$ cat config.mk
export PLATFORM = sky130hd
export DESIGN_NAME = div_arbiter
export DESIGN_NICKNAME = d
export VERILOG_FILES = /design/src/rtl/div_arbiter.sv
export SDC_FILE = /design/constraint.sdc
export NUM_CORES = 1
export LEC_CHECK = 0
export ABC_AREA = 0
export BUFFER_PORTS_ARGS = -buffer_cell sky130_fd_sc_hd__buf_2
export CAP_MARGIN = 30
export CORE_ASPECT_RATIO = 1.4
export CORE_MARGIN = 4
export CORE_UTILIZATION = 50
export CTS_BUF_LIST = sky130_fd_sc_hd__clkbuf_16
export CTS_CLUSTER_DIAMETER = 150
export DETAILED_ROUTE_END_ITERATION = 12
export PLACE_DENSITY_LB_ADDON = 0.12
export SLEW_MARGIN = 20
export SYNTH_ARGS = -nofsm -noshare
export SYNTH_HDL_FRONTEND = slang
export SYNTH_SLANG_ARGS = --single-unit
$ cat constraint.sdc
create_clock -name clk -period 3.8 [get_ports clk]
set_input_delay 0.19 -clock clk [delete_from_list [all_inputs] [get_ports clk]]
set_output_delay 0.19 -clock clk [all_outputs]
set_load 0.02 [all_outputs]
$ cat src/rtl/div_arbiter.sv
`default_nettype none
// ============================================================================
// Module      : div_arbiter
// Description : Shares one multi-cycle sequential divider among NREQ
//               requesters. Round-robin grant, operand latching, divider
//               start/done sequencing, per-requester result return and a
//               hang watchdog on the divider.
// Revision    : 1.0 - initial release
// ----------------------------------------------------------------------------
// Ports
//   clk, rst                 clock (rising edge), synchronous active-high reset
//   req_valid[NREQ]          request per requester, held with operands until ready
//   req_dividend/divisor     packed operands, requester i at [i*W +: W]
//   req_ready[NREQ]          one-hot 1-cycle accept pulse
//   rsp_valid[NREQ]          one-hot 1-cycle result pulse to the owner
//   rsp_quotient/remainder   result, held until the next delivery
//   rsp_id                   owner of the current/last result
//   rsp_err                  1 = watchdog abort (or divide-by-zero bypass)
//   busy                     high whenever the arbiter is not idle
//   div_enable               1-cycle start pulse to the divider
//   div_dividend/divisor     latched operands presented to the divider
//   div_done, div_quotient,
//   div_remainder            divider completion pulse and result
// Build option
//   DIV_ZERO_BYPASS_EN       when defined, a zero divisor is answered locally
//                            (Q=all-ones, R=dividend, err=1) without using
//                            the divider.
// ============================================================================
module div_arbiter #(
    parameter int NREQ    = 4,
    parameter int W       = 16,
    parameter int IDW     = 2,
    parameter int TIMEOUT = 40
) (
    input  logic              clk,
    input  logic              rst,
    input  logic [NREQ-1:0]   req_valid,
    input  logic [NREQ*W-1:0] req_dividend,
    input  logic [NREQ*W-1:0] req_divisor,
    output logic [NREQ-1:0]   req_ready,
    output logic [NREQ-1:0]   rsp_valid,
    output logic [W-1:0]      rsp_quotient,
    output logic [W-1:0]      rsp_remainder,
    output logic [IDW-1:0]    rsp_id,
    output logic              rsp_err,
    output logic              busy,
    output logic              div_enable,
    output logic [W-1:0]      div_dividend,
    output logic [W-1:0]      div_divisor,
    input  logic              div_done,
    input  logic [W-1:0]      div_quotient,
    input  logic [W-1:0]      div_remainder
);

    localparam logic [1:0] c_ST_IDLE    = 2'd0;
    localparam logic [1:0] c_ST_ISSUE   = 2'd1;
    localparam logic [1:0] c_ST_WAIT    = 2'd2;
    localparam logic [1:0] c_ST_DELIVER = 2'd3;

    localparam int              c_WDW      = (TIMEOUT > 2) ? $clog2(TIMEOUT) : 1;
    localparam logic [c_WDW-1:0] c_WD_LAST = c_WDW'(TIMEOUT - 1);
    localparam logic [IDW-1:0]  c_LAST_ID  = IDW'(NREQ - 1);
    localparam logic [IDW:0]    c_NREQ_X   = (IDW+1)'(NREQ);
    localparam logic [NREQ-1:0] c_ONE      = {{(NREQ-1){1'b0}}, 1'b1};

    logic [1:0]       r_state;
    logic [IDW-1:0]   r_rr_ptr;
    logic [IDW-1:0]   r_gnt;
    logic [c_WDW-1:0] r_wd_cnt;
    logic [W-1:0]     r_res_q;
    logic [W-1:0]     r_res_r;
    logic             r_res_err;

    logic [NREQ-1:0]  r_req_ready;
    logic [NREQ-1:0]  r_rsp_valid;
    logic [W-1:0]     r_rsp_quotient;
    logic [W-1:0]     r_rsp_remainder;
    logic [IDW-1:0]   r_rsp_id;
    logic             r_rsp_err;
    logic             r_busy;
    logic             r_div_enable;
    logic [W-1:0]     r_div_dividend;
    logic [W-1:0]     r_div_divisor;

    logic             w_gnt_found;
    logic [IDW-1:0]   w_gnt;
    logic [IDW:0]     w_sum;
    logic [IDW-1:0]   w_pick;
    logic [W-1:0]     w_sel_dividend;
    logic [W-1:0]     w_sel_divisor;

    // Round-robin search starting at r_rr_ptr. Walking the offsets from the
    // farthest to the nearest lets the nearest requesting index win.
    always_comb begin
        w_gnt_found = 1'b0;
        w_gnt       = '0;
        w_sum       = '0;
        w_pick      = '0;
        for (int k = NREQ - 1; k >= 0; k--) begin
            w_sum = {1'b0, r_rr_ptr} + (IDW+1)'(k);
            if (w_sum >= c_NREQ_X) begin
                w_pick = IDW'(w_sum - c_NREQ_X);
            end else begin
                w_pick = IDW'(w_sum);
            end
            if (req_valid[w_pick]) begin
                w_gnt       = w_pick;
                w_gnt_found = 1'b1;
            end
        end
    end

    assign w_sel_dividend = req_dividend[int'(w_gnt)*W +: W];
    assign w_sel_divisor  = req_divisor[int'(w_gnt)*W +: W];

    always_ff @(posedge clk) begin
        if (rst) begin
            r_state         <= c_ST_IDLE;
            r_rr_ptr        <= '0;
            r_gnt           <= '0;
            r_wd_cnt        <= '0;
            r_res_q         <= '0;
            r_res_r         <= '0;
            r_res_err       <= 1'b0;
            r_req_ready     <= '0;
            r_rsp_valid     <= '0;
            r_rsp_quotient  <= '0;
            r_rsp_remainder <= '0;
            r_rsp_id        <= '0;
            r_rsp_err       <= 1'b0;
            r_busy          <= 1'b0;
            r_div_enable    <= 1'b0;
            r_div_dividend  <= '0;
            r_div_divisor   <= '0;
        end else begin
            // Pulse outputs default low; each state raises them for one cycle.
            r_req_ready  <= '0;
            r_rsp_valid  <= '0;
            r_div_enable <= 1'b0;

            case (r_state)
                c_ST_IDLE: begin
                    if (w_gnt_found) begin
                        r_gnt          <= w_gnt;
                        r_req_ready    <= c_ONE << w_gnt;
                        r_div_dividend <= w_sel_dividend;
                        r_div_divisor  <= w_sel_divisor;
                        r_busy         <= 1'b1;
`ifdef DIV_ZERO_BYPASS_EN
                        if (w_sel_divisor == '0) begin
                            r_res_q   <= '1;
                            r_res_r   <= w_sel_dividend;
                            r_res_err <= 1'b1;
                            r_state   <= c_ST_DELIVER;
                        end else begin
                            r_state <= c_ST_ISSUE;
                        end
`else
                        r_state <= c_ST_ISSUE;
`endif
                    end
                end

                c_ST_ISSUE: begin
                    r_div_enable <= 1'b1;
                    r_wd_cnt     <= '0;
                    r_state      <= c_ST_WAIT;
                end

                c_ST_WAIT: begin
                    // A completion in the last allowed cycle still counts as success.
                    if (div_done) begin
                        r_res_q   <= div_quotient;
                        r_res_r   <= div_remainder;
                        r_res_err <= 1'b0;
                        r_state   <= c_ST_DELIVER;
                    end else if (r_wd_cnt == c_WD_LAST) begin
                        r_res_q   <= '1;
                        r_res_r   <= '0;
                        r_res_err <= 1'b1;
                        r_state   <= c_ST_DELIVER;
                    end else begin
                        r_wd_cnt <= r_wd_cnt + 1'b1;
                    end
                end

                c_ST_DELIVER: begin
                    r_rsp_valid     <= c_ONE << r_gnt;
                    r_rsp_id        <= r_gnt;
                    r_rsp_quotient  <= r_res_q;
                    r_rsp_remainder <= r_res_r;
                    r_rsp_err       <= r_res_err;
                    r_rr_ptr        <= (r_gnt == c_LAST_ID) ? '0 : r_gnt + 1'b1;
                    r_busy          <= 1'b0;
                    r_state         <= c_ST_IDLE;
                end

                default: begin
                    r_busy  <= 1'b0;
                    r_state <= c_ST_IDLE;
                end
            endcase
        end
    end

    assign req_ready     = r_req_ready;
    assign rsp_valid     = r_rsp_valid;
    assign rsp_quotient  = r_rsp_quotient;
    assign rsp_remainder = r_rsp_remainder;
    assign rsp_id        = r_rsp_id;
    assign rsp_err       = r_rsp_err;
    assign busy          = r_busy;
    assign div_enable    = r_div_enable;
    assign div_dividend  = r_div_dividend;
    assign div_divisor   = r_div_divisor;

endmodule
`default_nettype wire
==> impl_metrics.ini, run 1 <==
[status]
status = completed

[critical_path]
end_kind = flip-flop
critPathMaxFanout = 16
rr_worst_depth = 6
cp.required_ps = 4130
critPathKind = reg2reg
startpoint_type = flip-flop
critPathArrivalTime_ps = 2440

[die]
die_width_um = 94.2
rows = 43
die_area_sq_mm = 0.0121
initial_utilization_pct = 51.7
die_h_um = 129
core_sq_mm = 0.0101
io_pins = 244

[sta]
finalSetupTns_ps = 0
hold_ws_ps = 30.2
worst_slack_ps = 1690
clock_skew_ps = 6.59
drv_slew = 0
worst_pin_slew_ps = 855
period_needed_ps = 2110
setup_viol = 0
rsz0062_at_grt = false
final-hold-violation-count = 0
fmax_mhz = 473
timing.final.crit_share_pct = 55.6
relSlewSlack_pct = 43.0

[power]
power.density_mw_per_mm2 = 624
peakVddDrop_mv = 0.397
leakage_nw = 3.14

[clock_tree]
clk_pin_slew_worst_paths_ps = 50
numCtsBuffers = 17
post-cts-setup-buffers = 0
cts_tree = built
insertion_delay_ps = 400
cts_hold_buf = 0
cts_root_buf = clkbuf_16
ctsResizeCount = 0
htree_levels = 4
cts_buffer_depth = 2
numClockSinks = 122

[synth]
synth_nets = 708
syn_inst = 534
seq_area_frac_synth_pct = 46.9
ys_types = 42
ys.warnings.count = 0
syn_avg_cell_area_sq_um = 9.74
syn_area_sq_mm = 0.00520
ys_seq_elements = 122

[finish]
stdcell_count = 908
diodes = 0
fin_util_pct = 69.6
drive_above_1_share_pct = 37.1
nets = 934
final-seq-area_sq_mm = 0.00244
synthToLayoutAreaGrowth_pct = 34.5
fillCellCount = 827
multi_input_area_sq_mm = 0.00249

[placed_design]
dp_hpwl_um = 10800
gp_congestion = 0.769
placed_cells = 876
dp_slack_ps = 1710
port_buffers = 243

[global_routing]
grt_pass1_vias = 4763
grt_antenna_before_repair = 4
grt_overflow = 0
grt.total_usage_pct = 23.6
grt_max_degree = 88
busiest_layer = met2
use_met2_pct = 39.0
met3_usage_pct = 10.5
met1_usage_pct = 26.6
grt_first_pass_wirelength_um = 22600

[detailed_routing]
drcViolationCount = 0
firstDrtPassIters = 5
wl_per_cell_um = 16.1
drtIter0Drc = 143
ant_nets = 0
drt-total-wl_um = 14600
num_vias = 4788
viasPerCell = 5.27

[min_path]
hold_path_depth = 3
hold_class = in2reg

[job]
maxCapViolations = 0
## synth_stat cells
library cell    n  share of area (%)
a211oi_1        1               0.14
a211oi_2        1               0.24
a21o_1          2               0.29
a21oi_1         9               0.87
a22oi_1        16                2.3
a311oi_1        4               0.67
a311oi_2        1               0.29
a31oi_1         3               0.36
a41oi_1         1               0.17
and2_1          2               0.24
and3_1          1               0.12
buf_1           3               0.22
buf_12          2               0.77
buf_2          11                1.1
buf_4           9                1.3
buf_6           1               0.22
buf_8           1               0.29
clkbuf_1       12               0.87
clkbuf_4        2               0.29
dfxtp_1       122                 47
ha_1            7                1.7
inv_1           5               0.36
inv_2           2               0.14
mux2i_1       103                 20
nand2_1        40                2.9
nand2_2         1               0.12
nand2b_1        6               0.72
nand3_1         1              0.096
nor2_1         99                7.1
nor2_2          1               0.12
nor2b_1         4               0.48
nor3_1         19                1.8
nor3b_1         1               0.14
nor4_2          1               0.24
nor4b_1         1               0.17
nor4bb_1        1               0.19
o21ai_0         2               0.19
o221ai_1       32                5.4
o22a_1          1               0.17
o22ai_1         1               0.12
or2_2           1               0.12
or2b_4          1               0.22
## worst paths after layout
check | slack (ps) | end | startpoint
min | 30 | r_res_r[2] | div_remainder[2]
max reg2reg | 1690 | r_res_r[3] | r_wd_cnt[0]
max | 1690 | r_res_r[3] | r_wd_cnt[0]
min reg2reg | 460 | div_dividend[9] | div_dividend[9]
## metal layers
metal  vias up  share of wire [%]
li1       2346                  -
met1      2169                 37
met2       225                 48
met3        40                 10
met4         8                3.3
met5         -               0.44
## flip-flops by register name (all words and copies together) (netlist names), 4 cells and up
| name | flops |
|---|---|
| req_ready | 4 |
| div_divisor | 16 |
| rsp_valid | 4 |
| div_dividend | 16 |
| rsp_remainder | 16 |
| r_wd_cnt | 6 |
| r_res_r | 16 |
| r_res_q | 16 |
| rsp_quotient | 16 |
## layout by cell type (no fill, tap or decap), types with 3 or more instances in the layout
cell type,n
nor2_1,99
inv_1,6
clkbuf_16,17
a31oi_1,3
mux2i_1,103
bufinv_16,4
o221ai_1,32
nor3_1,19
ha_1,6
a22oi_1,16
a21oi_1,9
clkinv_4,3
dfxtp_1,122
clkinv_1,4
nand2_1,40
buf_2,243
a311oi_1,4
nand2b_1,6
nor2b_1,3
buf_4,4
## metrics by stage
stage / instance area, sq um / total power [mW]
2_1_floorplan: 5200 / 2.42
3_3_place_gp: 6390 / 2.73
3_5_place_dp: 6390 / 2.77
4_1_cts: 7000 / 4.41
5_1_grt: 7000 / 4.58
6_report: 7000 / 4.37
## worst max-delay path, cell delays in order, from the launching register on
cell and delay [ps]:
dfxtp_1 320, ha_1 230, and2_1 210, a31oi_1 350
nand2b_1 600, a22oi_1 190, nor2_1 140
## area by class of cell
type,count,area share [%]
clock buffers,17,6.08
inverters,7,0.375
multi-input cells,364,35.5
flip-flops and latches,122,34.9
well taps,135,2.41
clock inverters,15,2.61
repair buffers,248,18.1
## report_power, final
| group | total [mW] | switching (mW) | internal [mW] |
|---|---|---|---|
| combinational | 1.12 | 0.669 | 0.447 |
| sequential | 1.62 | 0.121 | 1.50 |
| clock | 1.63 | 0.547 | 1.08 |
| total | 4.37 | 1.34 | 3.03 |
## logic make-up (layout without fill, tap and decap cells)
kind of cell               Yosys count  in the layout  share of synthesized area, %
AOI/OAI and AO/OA                   74             74                          11.2
adders and majority gates            7              7                          1.68
and+or+nand+nor                    180            180                          14.8
muxes                              103            103                          19.8
buffers and inverters               48            287                          5.51
DFF                                122            122                          46.9
No activity file was read; power rests on OpenSTA's default activity.
==> run 2: changes to the inputs <==
Settings changed: CORE_UTILIZATION 50 to 42.
Clock period 3.8 ns to 1.89 ns, I/O delays scaled along.
==> impl_metrics.ini, run 2 (synthesis gave the netlist of run 1 again) <==
[status]
status = completed

[die]
io_pins = 244
rows = 47
initial_utilization_pct = 43.4
die_h_um = 140
die_area_sq_mm = 0.0143
die_width_um = 102
core_sq_mm = 0.0120

[power]
power_mw = 8.93
power.density_mw_per_mm2 = 1160
leakage_nw = 3.44
peakVddDrop_mv = 0.886

[finish]
drive_above_1_share_pct = 37.0
final_cell_mix = buf_2, dfxtp_1, mux2i_1
diodes = 0
synthToLayoutAreaGrowth_pct = 48.1
nets = 998
fin_util_pct = 64.2
stdcell_count = 984
layout_commonest_cell = buf_2

[detailed_routing]
drtIter0Drc = 135
num_vias = 4984
drt-total-wl_um = 15500
viasPerCell = 5.07
drcViolationCount = 0
ant_nets = 0
wl_per_cell_um = 15.8
firstDrtPassIters = 5

[clock_tree]
htree_levels = 4
numClockSinks = 122
insertion_delay_ps = 400
cts_tree = built
cts_root_buf = clkbuf_16
clk_pin_slew_worst_paths_ps = 60
cts_buffer_depth = 2
numCtsBuffers = 17

[critical_path]
critPathMaxFanout = 32
end_kind = flip-flop
critPathKind = reg2reg
cp.required_ps = 2150
rrSetupSlack_ps = 90
critPathArrivalTime_ps = 2060
startpoint_type = flip-flop

[sta]
worst_pin_slew_ps = 604
timing.final.crit_share_pct = 95.0
relSlewSlack_pct = 59.7
setup_viol = 0
period_needed_ps = 1800
final-hold-violation-count = 0
fmax_mhz = 557
drv_slew = 0
clock_skew_ps = 9.52
hold_ws_ps = 14.0

[placed_design]
dp_hpwl_um = 11100
port_buffers = 243
gp_congestion = 0.750
placed_cells = 899

[job]
maxCapViolations = 0

[global_routing]
grt_max_degree = 61
grt_overflow = 0
grt_pass1_vias = 4921
grt.total_usage_pct = 20.6
grt_first_pass_wirelength_um = 23400
grt_antenna_before_repair = 2

[min_path]
hold_class = in2reg
run 2: layer usage:
metal,vias up,track usage [%],part of all wire (%)
li1,2474,-,-
met1,2285,22.1,37
met2,194,36.7,51
met3,27,6.96,9.6
met4,4,7.81,2.0
met5,-,0,0.15
run 2: power breakdown:
part	internal (mW)	total [mW]	switching, mW
clock network	1.96	3.19	1.23
logic	1.08	2.49	1.41
registers	3.01	3.25	0.236
total	6.05	8.93	2.88
run 2: layout make-up:
type | instances | area, sq um
Clock buffer | 17 | 425
Clock inverter | 15 | 166
Fill cell | 1006 | 4290
Inverter | 7 | 26.3
Multi-Input combinational cell | 364 | 2510
Sequential cell | 122 | 2440
Tap cell | 147 | 184
Timing Repair Buffer | 312 | 1950
run 2: path summary, 6_finish.rpt:
path	start	endpoint	depth (start not counted)
max	r_rr_ptr[1]	div_divisor[11]	6
min	req_divisor[31]	div_divisor[15]	3
max reg2reg	r_rr_ptr[1]	div_divisor[11]	6
min reg2reg	div_divisor[15]	div_divisor[15]	2
run 2: what timing repair did:
item	4_1_cts	5_1_grt
gates cloned	0	0
pin swaps	0	1
endpoints found under the hold margin	46	0
gates resized for setup	1	4
setup buffers	0	3
setup endpoints to repair	19	29
hold buffers	50	0
run 2: per-stage QoR:
stage,area (sq um),TNS [ps],worst slack [ps]
2_1_floorplan,5200,0,211
3_3_place_gp,6550,-19.6,-12.1
3_5_place_dp,6550,-190,-101
4_1_cts,7650,0,16.1
5_1_grt,7700,-5.36,-5.36
6_report,7700,0,94.2
run 2: worst max-delay path, cell delays in order (launching register included):
cell      delay, ps
dfxtp_1         360
a21o_1          170
a21oi_1         180
o22a_4          230
buf_12          240
mux2i_2         300
o221ai_1        140
==> run 3: changes to the inputs <==
Settings changed: CORE_ASPECT_RATIO 1.4 to 0.5.
==> impl_metrics.ini, run 3 (synthesis gave the netlist of run 1 again) <==
[die]
rows = 28
die_area_sq_mm = 0.0143
core_sq_mm = 0.0119
initial_utilization_pct = 43.5
io_pins = 244
die_h_um = 86.7
die_width_um = 165

[finish]
final_cell_mix = buf_2, dfxtp_1, mux2i_1
diodes = 0
stdcell_count = 1021
drive_above_1_share_pct = 36.8
layout_commonest_cell = buf_2
nets = 1017
synthToLayoutAreaGrowth_pct = 52.1
fin_util_pct = 66.3

[clock_tree]
cts_buffer_depth = 2
cts_tree = built
insertion_delay_ps = 400
clk_pin_slew_worst_paths_ps = 60
htree_levels = 4
numClockSinks = 122
numCtsBuffers = 17
cts_root_buf = clkbuf_16
post-cts-setup-buffers = 0

[critical_path]
rr_worst_depth = 6
cp.required_ps = 2160
worstReg2RegStart = r_rr_ptr[1]
rrSetupSlack_ps = 110
r2r_end = div_dividend[9]
startpoint_type = flip-flop
end_kind = flip-flop
critPathKind = reg2reg
critPathMaxFanout = 18
critPathArrivalTime_ps = 2050

[min_path]
hold_path_depth = 3
min-delay-start = req_divisor[18]
hold_path_end = div_divisor[2]
hold_class = in2reg

[job]
maxCapViolations = 0

[placed_design]
placed_cells = 925
dp_hpwl_um = 9940
gp_congestion = 0.823
port_buffers = 243

[global_routing]
grt_antenna_before_repair = 0
grt_first_pass_wirelength_um = 22900
grt_pass1_vias = 4881
grt_overflow = 0
grt.total_usage_pct = 19.7
grt_max_degree = 87

[detailed_routing]
drt-total-wl_um = 14900
viasPerCell = 4.88
ant_nets = 0
firstDrtPassIters = 4
drcViolationCount = 0
wl_per_cell_um = 14.6
num_vias = 4983
drtIter0Drc = 179

[power]
peakVddDrop_mv = 0.886
power_mw = 9.02
leakage_nw = 3.53
power.density_mw_per_mm2 = 1140

[sta]
fmax_mhz = 562
clock_skew_ps = 8.40
rsz0062_at_grt = false
final-hold-violation-count = 0
worst_pin_slew_ps = 865
relSlewSlack_pct = 42.4
timing.final.crit_share_pct = 94.2
setup_viol = 0
drv_slew = 0
period_needed_ps = 1780

[status]
status = completed
## run 3: cell types whose count changed in the layout (fill, tap and decap cells not counted), moves of 2 or more
cell / previous run / this run
dlygate4sd3_1: 50 / 62
buf_12: 7 / 3
buf_4: 12 / 19
clkbuf_16: 17 / 19
clkinvlp_4: 3 / 1
## run 3: timing repair
item / 4_1_cts / 5_1_grt
setup endpoints to repair: 7 / 45
cloned: 0 / 2
endpoints found under the hold margin: 52 / 0
pin swaps: 0 / 1
gates resized for setup: 1 / 7
hold buffers: 62 / 0
## run 3: final cells by class
type                       count  area (sq um)
inverter                       7          26.3
clock buffer                  17           425
multi-input combinational    364          2520
clock inverter                15           166
timing repair buffer         331          2130
tap                          165           206
sequential                   122          2440
fill                         972          4030
## run 3: worst max-delay path by stage
| stage | from | endpoint |
|---|---|---|
| 6_report | r_rr_ptr[1] | div_dividend[9] |
| 5_1_grt | r_rr_ptr[1] | div_dividend[9] |
| 4_1_cts | r_wd_cnt[0] | r_wd_cnt[0] |
| 3_5_place_dp | req_valid[3] | div_divisor[9] |
| 3_3_place_gp | req_valid[3] | div_divisor[2] |
| 2_1_floorplan | r_state[0] | r_res_r[10] |
## run 3: stage by stage
step / setup WS [ps] / instance area, sq um / setup TNS (ps) / hold WS [ps]
after global placement: 24.4 / 6610 / 0 / 330
after detailed placement: -30.6 / 6610 / -278 / 338
after global routing: 1.42 / 7920 / 0 / 3.63
after floorplan: 211 / 5200 / 0 / 243
after CTS: 16.9 / 7830 / 0 / 0.689
final: 110 / 7920 / 0 / 11.9
## run 3: critical path, cell delays in order (launching register included)
cell,delay (ps)
dfxtp_1,360
a21o_1,180
a21oi_1,170
o22a_4,290
buf_16,210
mux2i_2,280
o221ai_1,140
## run 3: per-layer routing
metal	part of all wire (%)	GRT usage (%)	up-vias	wire length, um
met4	0.84	4.57	0	125
met3	7.6	6.08	13	1140
met1	42	22.9	2304	6300
met5	0	0	-	0
li1	-	-	2523	-
met2	49	35.9	143	7300
## run 3: report_power, final
part           total, mW  internal, mW  switching, mW
Combinational       2.57          1.15           1.42
Sequential          3.23          3.01          0.225
Clock               3.21          1.97           1.24
